[src/rtl/uart_tx_frame_if.sv]
// rtl/uart_tx_frame_if.sv - request/line signal bundle between a UART TX client and the framer
interface uart_tx_frame_if #(
    parameter int DATA_WIDTH = 8
);
    logic [DATA_WIDTH-1:0] P_DATA;
    logic                  DATA_VALID;
    logic                  PAR_EN;
    logic                  PAR_TYP;
    logic                  RDY;
    logic                  TX_OUT;
    logic                  BUSY;

    modport master (
        output P_DATA, DATA_VALID, PAR_EN, PAR_TYP,
        input  RDY, TX_OUT, BUSY
    );

    modport slave (
        input  P_DATA, DATA_VALID, PAR_EN, PAR_TYP,
        output RDY, TX_OUT, BUSY
    );
endinterface

[src/rtl/uart_tx_frame.sv]
// rtl/uart_tx_frame.sv - UART transmit framer (start, LSB-first data, optional parity, stop)
// Define UART_TX_HOLD_REG_EN to add a one-entry holding register for back-to-back frames.
module uart_tx_frame #(
    parameter int DATA_WIDTH = 8
) (
    input  logic           clk,
    input  logic           rst,
    uart_tx_frame_if.slave tx
);
    localparam int CW = (DATA_WIDTH > 1) ? $clog2(DATA_WIDTH) : 1;

    typedef enum logic [2:0] {IDLE, START, DATA, PARITY, STOP} state_t;

    state_t                state;
    logic [CW-1:0]         bit_cnt;
    logic [CW-1:0]         next_cnt;
    logic [DATA_WIDTH-1:0] frame;
    logic                  frame_par_en;
    logic                  frame_par_typ;
    logic                  tx_out;
    logic                  busy;
    logic                  rdy;
    logic                  accept;
    logic                  launch;
    logic [DATA_WIDTH-1:0] launch_data;
    logic                  launch_par_en;
    logic                  launch_par_typ;

`ifdef UART_TX_HOLD_REG_EN
    logic [DATA_WIDTH-1:0] hold_data;
    logic                  hold_par_en;
    logic                  hold_par_typ;
    logic                  hold_full;

    assign rdy    = !hold_full;
    assign accept = tx.DATA_VALID && rdy;

    // A held entry has priority at the end of STOP; otherwise a request in IDLE/STOP bypasses the hold.
    always_comb begin
        launch         = 1'b0;
        launch_data    = tx.P_DATA;
        launch_par_en  = tx.PAR_EN;
        launch_par_typ = tx.PAR_TYP;
        if (state == STOP && hold_full) begin
            launch         = 1'b1;
            launch_data    = hold_data;
            launch_par_en  = hold_par_en;
            launch_par_typ = hold_par_typ;
        end else if ((state == IDLE || state == STOP) && accept) begin
            launch = 1'b1;
        end
    end

    always_ff @(posedge clk) begin
        if (rst) begin
            hold_full    <= 1'b0;
            hold_data    <= '0;
            hold_par_en  <= 1'b0;
            hold_par_typ <= 1'b0;
        end else if (state == STOP && hold_full) begin
            hold_full <= 1'b0;
        end else if (accept && !launch) begin
            hold_full    <= 1'b1;
            hold_data    <= tx.P_DATA;
            hold_par_en  <= tx.PAR_EN;
            hold_par_typ <= tx.PAR_TYP;
        end
    end
`else
    assign rdy    = (state == IDLE);
    assign accept = tx.DATA_VALID && rdy;

    always_comb begin
        launch         = accept;
        launch_data    = tx.P_DATA;
        launch_par_en  = tx.PAR_EN;
        launch_par_typ = tx.PAR_TYP;
    end
`endif

    assign next_cnt = bit_cnt + 1'b1;

    // tx_out is loaded with the value of the state being entered, so the line is a plain flop.
    always_ff @(posedge clk) begin
        if (rst) begin
            state         <= IDLE;
            bit_cnt       <= '0;
            frame         <= '0;
            frame_par_en  <= 1'b0;
            frame_par_typ <= 1'b0;
            tx_out        <= 1'b1;
            busy          <= 1'b0;
        end else if (launch) begin
            state         <= START;
            bit_cnt       <= '0;
            frame         <= launch_data;
            frame_par_en  <= launch_par_en;
            frame_par_typ <= launch_par_typ;
            tx_out        <= 1'b0;
            busy          <= 1'b1;
        end else begin
            case (state)
                IDLE: begin
                    tx_out <= 1'b1;
                    busy   <= 1'b0;
                end
                START: begin
                    state   <= DATA;
                    bit_cnt <= '0;
                    tx_out  <= frame[0];
                end
                DATA: begin
                    if (bit_cnt == CW'(DATA_WIDTH - 1)) begin
                        bit_cnt <= '0;
                        if (frame_par_en) begin
                            state  <= PARITY;
                            tx_out <= (^frame) ^ frame_par_typ;
                        end else begin
                            state  <= STOP;
                            tx_out <= 1'b1;
                        end
                    end else begin
                        bit_cnt <= next_cnt;
                        tx_out  <= frame[next_cnt];
                    end
                end
                PARITY: begin
                    state  <= STOP;
                    tx_out <= 1'b1;
                end
                STOP: begin
                    state  <= IDLE;
                    tx_out <= 1'b1;
                    busy   <= 1'b0;
                end
                default: begin
                    state  <= IDLE;
                    tx_out <= 1'b1;
                    busy   <= 1'b0;
                end
            endcase
        end
    end

    assign tx.TX_OUT = tx_out;
    assign tx.BUSY   = busy;
    assign tx.RDY    = rdy;
endmodule

[src/flat_wrapper.sv]
// flat-port wrapper written by rule: the top's interface ports become plain ports
module uart_tx_frame_flat 
#(
    parameter int DATA_WIDTH = 8
)
  (clk, rst, tx_P_DATA, tx_DATA_VALID, tx_PAR_EN, tx_PAR_TYP, tx_RDY, tx_TX_OUT, tx_BUSY);
  uart_tx_frame_if #(.DATA_WIDTH(DATA_WIDTH)) tx_i ();
  input  logic clk;
  input  logic rst;
  input wire logic [$bits(tx_i.P_DATA)-1:0] tx_P_DATA;
  input wire logic [$bits(tx_i.DATA_VALID)-1:0] tx_DATA_VALID;
  input wire logic [$bits(tx_i.PAR_EN)-1:0] tx_PAR_EN;
  input wire logic [$bits(tx_i.PAR_TYP)-1:0] tx_PAR_TYP;
  output wire logic [$bits(tx_i.RDY)-1:0] tx_RDY;
  output wire logic [$bits(tx_i.TX_OUT)-1:0] tx_TX_OUT;
  output wire logic [$bits(tx_i.BUSY)-1:0] tx_BUSY;
  assign tx_i.P_DATA = tx_P_DATA;
  assign tx_i.DATA_VALID = tx_DATA_VALID;
  assign tx_i.PAR_EN = tx_PAR_EN;
  assign tx_i.PAR_TYP = tx_PAR_TYP;
  assign tx_RDY = tx_i.RDY;
  assign tx_TX_OUT = tx_i.TX_OUT;
  assign tx_BUSY = tx_i.BUSY;
  uart_tx_frame #(.DATA_WIDTH(DATA_WIDTH)) u_core (.clk(clk), .rst(rst), .tx(tx_i));
endmodule
[config.mk]
export PLATFORM = sky130hd
export DESIGN_NAME = uart_tx_frame_flat
export DESIGN_NICKNAME = d
export VERILOG_FILES = /design/src/rtl/uart_tx_frame_if.sv /design/src/rtl/uart_tx_frame.sv /design/src/flat_wrapper.sv
export SDC_FILE = /design/constraint.sdc
export NUM_CORES = 1
export LEC_CHECK = 0
export CAP_MARGIN = 20
export CORE_MARGIN = 2
export CORE_UTILIZATION = 45
export CTS_BUF_LIST = sky130_fd_sc_hd__clkbuf_8
export CTS_CLUSTER_DIAMETER = 200
export DETAILED_ROUTE_END_ITERATION = 10
export PLACE_DENSITY_LB_ADDON = 0.3
export SLEW_MARGIN = 0
export SYNTH_ARGS = -nofsm -noshare
export SYNTH_HDL_FRONTEND = slang
export SYNTH_SLANG_ARGS = --single-unit
[constraint.sdc]
create_clock -name clk -period 2.2 [get_ports clk]
set_input_delay 0.22 -clock clk [delete_from_list [all_inputs] [get_ports clk]]
set_output_delay 0.22 -clock clk [all_outputs]
set_load 0.01 [all_outputs]
==> results of run 1 <==
==> through the flow <==
| stage | std cells | area [sq um] | setup WS (ps) | util |
|---|---|---|---|---|
| floorplan | 106 | 953 | 212 | - |
| global placement | 144 | 1110 | 160 | 0.563 |
| detailed placement | 144 | 1110 | 98.8 | 0.563 |
| CTS | 148 | 1170 | 101 | 0.590 |
| global route | 148 | 1170 | 8.74 | 0.590 |
| finish | 148 | 1170 | 108 | 0.590 |
==> routing by layer <==
layer / up-vias / wire (microns)
li1: 403 / -
met1: 355 / 910
met2: 8 / 820
met3: 0 / 55
met4: 0 / 0
met5: - / 0
==> cells in the mapped netlist <==
library cell	count	share of area
a21o_1	1	0.0079
a2111oi_1	1	0.010
nand2b_1	1	0.0066
xor3_1	1	0.025
buf_4	1	0.0079
nor3_1	5	0.026
xor2_1	1	0.0092
xnor3_1	2	0.047
a22o_1	1	0.0092
a2111oi_2	1	0.016
mux2_2	4	0.047
o21ai_0	1	0.0052
ha_1	2	0.026
mux2i_1	1	0.010
o21ai_1	1	0.0052
nor4_1	1	0.0066
buf_6	1	0.012
a21oi_2	1	0.0092
clkbuf_1	3	0.012
or2_2	2	0.013
o21bai_1	1	0.0079
a22oi_1	3	0.024
nor2_1	4	0.016
mux2_1	1	0.012
inv_1	2	0.0079
nand3_1	1	0.0052
or3b_4	1	0.012
nand2_1	24	0.094
mux4_2	1	0.024
dfxtp_1	18	0.38
o41ai_1	1	0.0092
a21oi_1	14	0.073
and2_1	1	0.0066
xnor2_1	2	0.018
==> power groups by stage <==
| stage | clock network [mW] | registers (mW) | logic [mW] |
|---|---|---|---|
| after floorplan | 0 | 0.368 | 0.108 |
| after global placement | 0 | 0.377 | 0.145 |
| after detailed placement | 0 | 0.377 | 0.149 |
| after CTS | 0.271 | 0.369 | 0.149 |
| after global routing | 0.285 | 0.372 | 0.163 |
| final | 0.264 | 0.369 | 0.148 |
==> registers in the layout (all words and copies together) (netlist names) <==
| name | cells |
|---|---|
| u_core.bit_cnt | 3 |
| u_core.frame | 8 |
| u_core.frame_par_en | 1 |
| u_core.frame_par_typ | 1 |
| u_core.state | 3 |
| u_core.tx.BUSY | 1 |
| u_core.tx.TX_OUT | 1 |
==> cells by family after synthesis <==
group / count (synthesis) / synth area share
muxes: 7 / 0.0932
and+or+nand+nor: 40 / 0.186
xor gates and xnor gates: 6 / 0.0997
adders and majority gates: 2 / 0.0262
DFF: 18 / 0.378
AOI/OAI and AO/OA: 26 / 0.177
buffers and inverters: 7 / 0.0394
==> worst max-delay path, cell delays in order (launching register included) <==
cell and delay, ps:
dfxtp_1 350, ha_1 220, ha_1 380, mux2_2 350, mux4_2 460, o21ai_1 160
a21oi_2 70
==> final timing paths <==
kind                                                     start                          end  cells past startpoint
worst min register to register     u_core.tx.BUSY$_SDFFE_PP0P_  u_core.tx.BUSY$_SDFFE_PP0P_                      2
worst max-delay path            u_core.bit_cnt[0]$_SDFFE_PP0P_  u_core.tx.TX_OUT$_SDFF_PP1_                      6
worst min-delay path               u_core.tx.BUSY$_SDFFE_PP0P_  u_core.tx.BUSY$_SDFFE_PP0P_                      2
worst max register to register  u_core.bit_cnt[0]$_SDFFE_PP0P_  u_core.tx.TX_OUT$_SDFF_PP1_                      6
==> layout make-up <==
class,instances,area [sq um]
fillers,186,812
multi-input cells,81,556
flip-flops and latches,18,360
repair buffers,16,158
clock buffers,4,55.1
well taps,27,33.8
inverters,2,7.51
==> impl_metrics.tcl, run 1 <==
set metrics [dict create \
    cap_violations 0 \
    drc 0 \
    rsz0062_at_grt "false" \
    nets 137 \
    gp_congestion 0.779 \
    ys_ff_latch 18 \
    dieArea_sq_mm 0.00250 \
    vias 766 \
    drtIter0Drc 8 \
    die_w_microns 50.0 \
    worst-path-max-fanout 5 \
    netlist_instances 106 \
    ios 16 \
    start_util 0.481 \
    ctsHoldBuffers 0 \
    netlist_area_sq_um 953 \
    period_minus_slack_ps 2090 \
    min_period_over_period 0.951 \
    fin_setup_tns_ps 0 \
    layout-drive-gt1-share 0.124 \
    area_delta_synth_final_pct 22.7 \
    cts.clk_slew.worst_paths_ps 70 \
    clk_latency_ps 250 \
    use_met2 0.257 \
    cts_root_buf "clkbuf_8" \
    sw_frac_of_total 0.242 \
    met1_usage 0.203 \
    cts_buffers 3 \
    fmax_ghz 0.478 \
    syn_nets 121 \
    clock_path_buffers 2 \
    power_frac_seq 0.473 \
    drt-pass1-iter-count 4 \
    core-area_sq_mm 0.00198 \
    hold_viol 0 \
    cts_resized 0 \
    ant_nets 0 \
    ys_seq_area_frac 0.378 \
    tightest_slew_ps 481 \
    ys_types 34 \
    comb_power_share 0.189 \
    layout_common_cells "nand2_1 (24), dfxtp_1 (18), clkdlybuf4s50_1 (15)" \
    totalWireLength_microns 1790 \
    postSynthAreaPerCell_sq_um 8.99 \
    antenna_found_initial 0 \
    p_int_mw 0.592 \
    final-setup-viol-count 0 \
    portBuffers 15 \
    cts_max_level 1 \
    critPathLaunchType "flop" \
    grt_pass1_vias 705 \
    viasPerCell 5.18 \
    finalMaxSlewViolations 0 \
    crit_required_ps 2340 \
    p_leak_nw 0.449 \
    grt_overflow 0 \
    antenna_cells 0 \
    p_per_area_mw_per_mm2 667 \
    pwr-share-clk 0.338 \
    worstSetupEndpointType "flop" \
    cts_tree "done" \
    post_cts_buffers 0 \
    cts.sinks 18 \
    avgRoutedWirePerCell_microns 12.1 \
    hold_class "reg2reg" \
    dp_hpwl_microns 1320 \
    worstSetupPathType "reg2reg" \
    layout_commonest_cell "nand2_1" \
    grt_pass1_wl_microns 3020 \
    reg2reg_slack_ps 110 \
    die_h_microns 50.0 \
    whs_ps 481 \
    busiest_layer "met2" \
    ir_drop_v 0.000375 \
    status "completed" \
    synth-warning-count 0 \
    slew_headroom 0.679 \
    p_total_mw 0.781 \
    clock_skew_ps 1.16 \
    p_sw_mw 0.189 \
    use_met3 0.0364 \
    cp.arrival_ps 2230 \
    track_usage 0.156 \
    std_cell_rows 16 \
    grt_max_degree 16 \
]
No activity file was read; power rests on OpenSTA's default activity.
==> run 2: changes to the inputs <==
--- a/config.mk
+++ b/config.mk
@@ -11,7 +11,7 @@
 export CTS_BUF_LIST = sky130_fd_sc_hd__clkbuf_8
 export CTS_CLUSTER_DIAMETER = 200
 export DETAILED_ROUTE_END_ITERATION = 10
-export PLACE_DENSITY_LB_ADDON = 0.3
+export PLACE_DENSITY = 0.72
 export SLEW_MARGIN = 0
 export SYNTH_ARGS = -nofsm -noshare
 export SYNTH_HDL_FRONTEND = slang
==> impl_metrics.tcl, run 2 (synthesis results as in run 1) <==
set metrics [dict create \
    worstSetupEndpointType "flop" \
    whs_ps 485 \
    rr_worst_depth 6 \
    period_minus_slack_ps 2050 \
    cts_root_buf "clkbuf_8" \
    critPathLaunchType "flop" \
    drt-pass1-iter-count 4 \
    drc 0 \
    p_sw_mw 0.192 \
    p_int_mw 0.592 \
    holdPathStages 2 \
    dp_hpwl_microns 1350 \
    cts.clk_slew.worst_paths_ps 70 \
    tightest_slew_ps 491 \
    p_total_mw 0.784 \
    holdPathEnd "u_core.tx.BUSY$_SDFFE_PP0P_" \
    finalInstanceArea_sq_mm 0.00118 \
    cts_buffers 3 \
    finalMaxSlewViolations 0 \
    slowest_stage "mux4_2" \
    core-area_sq_mm 0.00198 \
    cpPeakStageDelay_ps 460 \
    setup_ws_ps 154 \
    sw_frac_of_total 0.245 \
    fin_setup_tns_ps 0 \
    critPathBufInv 0 \
    cts_resized 0 \
    antenna_found_initial 0 \
    layout_commonest_cell "nand2_1" \
    placed_area_sq_mm 0.00111 \
    cp.arrival_ps 2190 \
    min_period_over_period 0.930 \
    worstSetupPathType "reg2reg" \
    worstReg2RegEnd "u_core.tx.TX_OUT$_SDFF_PP1_" \
    p_per_area_mw_per_mm2 663 \
    largest-register "u_core.frame" \
    nets 137 \
    clock_path_buffers 2 \
    layout-drive-gt1-share 0.132 \
    met1_usage 0.208 \
    drtIter0Drc 14 \
    multi_input_area_sq_um 568 \
    comb_power_share 0.189 \
    reg2reg_from "u_core.bit_cnt[0]$_SDFFE_PP0P_" \
    ir_drop_v 0.000372 \
    post_cts_buffers 0 \
    area_delta_synth_final_pct 24.0 \
    power_frac_seq 0.471 \
    totalWireLength_microns 1870 \
    min_from "u_core.tx.BUSY$_SDFFE_PP0P_" \
    rsz0062_at_grt "false" \
    layout.cells.non_filler 148 \
    hold_class "reg2reg" \
    cts.sinks 18 \
    crit_required_ps 2340 \
    grt_pass1_vias 737 \
    antenna_cells 0 \
    die_w_microns 50.0 \
    cts_tree "done" \
    cts_max_level 1 \
    ctsHoldBuffers 0 \
    crit_chain "ha_1, ha_4, mux2_2, mux4_2, o21ai_1, a21oi_2" \
    use_met3 0.0364 \
    final-seq-area_sq_um 360 \
    portBuffers 15 \
    hold_viol 0 \
    clk_latency_ps 250 \
    final-setup-viol-count 0 \
    grt_overflow 0 \
    die_h_microns 50.0 \
    fill_cells 175 \
    dp.cells 144 \
    std_cell_rows 16 \
    use_met2 0.285 \
    status "completed" \
    viasPerCell 5.36 \
    layout_common_cells "nand2_1 (24), dfxtp_1 (18), clkdlybuf4s50_1 (15)" \
    place_ws_ps 74.4 \
    grt_max_degree 16 \
    p_leak_nw 0.446 \
    avgRoutedWirePerCell_microns 12.6 \
    busiest_layer "met2" \
    clock_skew_ps 2.79 \
    cap_violations 0 \
    track_usage 0.170 \
    reg.largest.list "u_core.frame x8, u_core.bit_cnt x3, u_core.state x3" \
    fmax_ghz 0.489 \
    cp_top_family "multiplexers" \
    final_util 0.597 \
    reg2reg_slack_ps 150 \
    dieArea_sq_mm 0.00250 \
    largest_register_ffs 8 \
    ant_nets 0 \
    gp_congestion 0.799 \
    start_util 0.481 \
    grt_pass1_wl_microns 3220 \
    vias 794 \
    slew_headroom 0.673 \
    ios 16 \
    pwr-share-clk 0.340 \
    worst-path-max-fanout 5 \
]
==> run 2: worst max path at each step <==
stage / from / to / slack, ps / cells past startpoint
global route: u_core.bit_cnt[0]$_SDFFE_PP0P_ / u_core.tx.TX_OUT$_SDFF_PP1_ / 70 / 6
finish: u_core.bit_cnt[0]$_SDFFE_PP0P_ / u_core.tx.TX_OUT$_SDFF_PP1_ / 150 / 6
global placement: u_core.bit_cnt[0]$_SDFFE_PP0P_ / u_core.tx.TX_OUT$_SDFF_PP1_ / 160 / 6
detailed placement: u_core.bit_cnt[0]$_SDFFE_PP0P_ / u_core.tx.TX_OUT$_SDFF_PP1_ / 70 / 6
CTS: u_core.bit_cnt[0]$_SDFFE_PP0P_ / u_core.tx.TX_OUT$_SDFF_PP1_ / 70 / 6
floorplan: u_core.bit_cnt[0]$_SDFFE_PP0P_ / u_core.tx.TX_OUT$_SDFF_PP1_ / 210 / 6
==> run 2: worst reg2reg max path, stage by stage, from the launching register on <==
cell     delay (ps)
dfxtp_1         350
ha_1            260
ha_4            320
mux2_2          330
mux4_2          460
o21ai_1         160
a21oi_2          70
==> run 2: routing by layer <==
| layer | wire length [microns] | share of wire | up-vias |
|---|---|---|---|
| li1 | - | - | 405 |
| met1 | 911 | 0.49 | 371 |
| met2 | 856 | 0.46 | 12 |
| met3 | 53 | 0.028 | 6 |
| met4 | 46 | 0.025 | 0 |
| met5 | 0 | 0 | - |
==> run 2: final cells by class <==
class | count | share of cell area
clock buffers | 4 | 0.0466
inverters | 2 | 0.00635
multi-input cells | 81 | 0.480
flip-flops and latches | 18 | 0.305
well taps | 27 | 0.0286
repair buffers | 16 | 0.133
==> run 2: power by group through the flow <==
stage | clock, mW | sequential (mW) | combinational, mW
final | 0.266 | 0.369 | 0.148
after global routing | 0.289 | 0.373 | 0.163
after CTS | 0.275 | 0.369 | 0.149
after detailed placement | 0 | 0.377 | 0.148
after global placement | 0 | 0.377 | 0.147
after floorplan | 0 | 0.368 | 0.108
==> run 3: changes to the inputs <==
--- a/config.mk
+++ b/config.mk
@@ -11,6 +11,7 @@
 export CTS_BUF_LIST = sky130_fd_sc_hd__clkbuf_8
 export CTS_CLUSTER_DIAMETER = 200
 export DETAILED_ROUTE_END_ITERATION = 10
+export GPL_TIMING_DRIVEN = 0
 export PLACE_DENSITY = 0.72
 export SLEW_MARGIN = 0
 export SYNTH_ARGS = -nofsm -noshare
==> impl_metrics.tcl, run 3 (synthesis results as in run 1) <==
set metrics [dict create \
    largest_register_ffs 8 \
    reg.largest.list "u_core.frame x8, u_core.bit_cnt x3, u_core.state x3" \
    crit_chain "ha_1, ha_2, mux2_2, mux4_2, o21ai_1, a21oi_2" \
    fmax_ghz 0.476 \
    antenna_found_initial 0 \
    slew_headroom 0.688 \
    cap_violations 0 \
    track_usage 0.163 \
    clock_path_buffers 2 \
    viasPerCell 5.22 \
    p_int_mw 0.597 \
    fin_setup_tns_ps 0 \
    dieArea_sq_mm 0.00250 \
    whs_ps 473 \
    layout_common_cells "nand2_1 (24), dfxtp_1 (18), clkdlybuf4s50_1 (15)" \
    ir_drop_v 0.000476 \
    drt-pass1-iter-count 4 \
    worstSetupEndpointType "flop" \
    avgRoutedWirePerCell_microns 12.0 \
    cts.sinks 18 \
    grt_max_degree 11 \
    largest-register "u_core.frame" \
    p_per_area_mw_per_mm2 660 \
    worstSetupPathType "reg2reg" \
    p_sw_mw 0.192 \
    hold_viol 0 \
    rsz0062_at_grt "false" \
    core-area_sq_mm 0.00198 \
    hold_class "reg2reg" \
    grt_pass1_vias 761 \
    die_w_microns 50.0 \
    status "completed" \
    critPathLaunchType "flop" \
    drtIter0Drc 18 \
    cts.clk_slew.worst_paths_ps 70 \
    cp.arrival_ps 2240 \
    final-seq-area_sq_um 360 \
    antenna_cells 0 \
    cts_root_buf "clkbuf_8" \
    final-setup-viol-count 0 \
    finalMaxSlewViolations 0 \
    fill_cells 165 \
    cpPeakStageDelay_ps 470 \
    grt_pass1_wl_microns 3180 \
    die_h_microns 50.0 \
    portBuffers 15 \
    totalWireLength_microns 1820 \
    p_leak_nw 0.455 \
    area_delta_synth_final_pct 25.3 \
    cts_tree "done" \
    ant_nets 0 \
    ios 16 \
    finalInstanceArea_sq_mm 0.00119 \
    pwr-share-clk 0.335 \
    worst-path-max-fanout 5 \
    sw_frac_of_total 0.244 \
    multi_input_area_sq_um 558 \
    power_frac_seq 0.460 \
    dp_hpwl_microns 1450 \
    layout-drive-gt1-share 0.136 \
    start_util 0.481 \
    min_period_over_period 0.956 \
    clock_skew_ps 3.73 \
    grt_overflow 0 \
    placed_area_sq_mm 0.00114 \
    tightest_slew_ps 468 \
    drc 0 \
    vias 794 \
    slowest_stage "mux4_2" \
    cts_buffers 3 \
    period_minus_slack_ps 2100 \
    comb_power_share 0.205 \
    crit_required_ps 2340 \
    clk_latency_ps 250 \
    gp_congestion 0.770 \
    nets 141 \
    std_cell_rows 16 \
    layout_commonest_cell "nand2_1" \
    cts_max_level 1 \
]
-- run 3: power by group through the flow --
stage / logic (mW) / registers, mW / clock network (mW)
final: 0.162 / 0.363 / 0.265
after global routing: 0.179 / 0.365 / 0.289
after CTS: 0.164 / 0.363 / 0.271
after detailed placement: 0.163 / 0.370 / 0
after global placement: 0.160 / 0.369 / 0
after floorplan: 0.108 / 0.368 / 0
-- run 3: per-stage QoR --
step	cells	setup slack (ps)	total power, mW	util
after detailed placement	148	66.6	0.534	0.574
after global routing	152	8.61	0.833	0.603
after global placement	148	101	0.529	0.574
after floorplan	106	212	0.476	-
after CTS	152	71.5	0.797	0.602
final	152	97.5	0.789	0.603
-- run 3: final timing paths --
kind | to | depth (start not counted) | slack (ps) | startpoint
worst max-delay path | u_core.tx.TX_OUT$_SDFF_PP1_ | 6 | 100 | u_core.bit_cnt[0]$_SDFFE_PP0P_
worst min-delay path | u_core.tx.BUSY$_SDFFE_PP0P_ | 2 | 470 | u_core.tx.BUSY$_SDFFE_PP0P_
worst max register to register | u_core.tx.TX_OUT$_SDFF_PP1_ | 6 | 100 | u_core.bit_cnt[0]$_SDFFE_PP0P_
worst min register to register | u_core.tx.BUSY$_SDFFE_PP0P_ | 2 | 470 | u_core.tx.BUSY$_SDFFE_PP0P_
-- run 3: critical path, delay by kind of cell, from the launching register on --
family | cells | cell delay (ps)
AO/OA/AOI/OAI | 2 | 240
flip-flops | 1 | 350
adder cells (fa/ha/maj) | 2 | 590
multiplexers | 2 | 810
-- run 3: timing repair --
item	CTS	global route
setup endpoints to repair	0	1
buffers inserted	0	0
hold buffers	0	0
gates resized for setup	0	1
-- run 3: per-layer routing --
metal,share of wire,global-route usage,up-vias
met5,0,0,-
met1,0.48,0.200,359
met3,0.045,0.0394,0
met2,0.47,0.287,19
li1,-,-,416
met4,0,0.0278,0
-- run 3: area by class of cell --
| type | instances | share of cell area |
|---|---|---|
| Timing Repair Buffer | 15 | 0.126 |
| Sequential cell | 18 | 0.302 |
| Multi-Input combinational cell | 81 | 0.467 |
| Tap cell | 27 | 0.0283 |
| Inverter | 2 | 0.00628 |
| Clock buffer | 4 | 0.0461 |
| Buffer | 5 | 0.0251 |
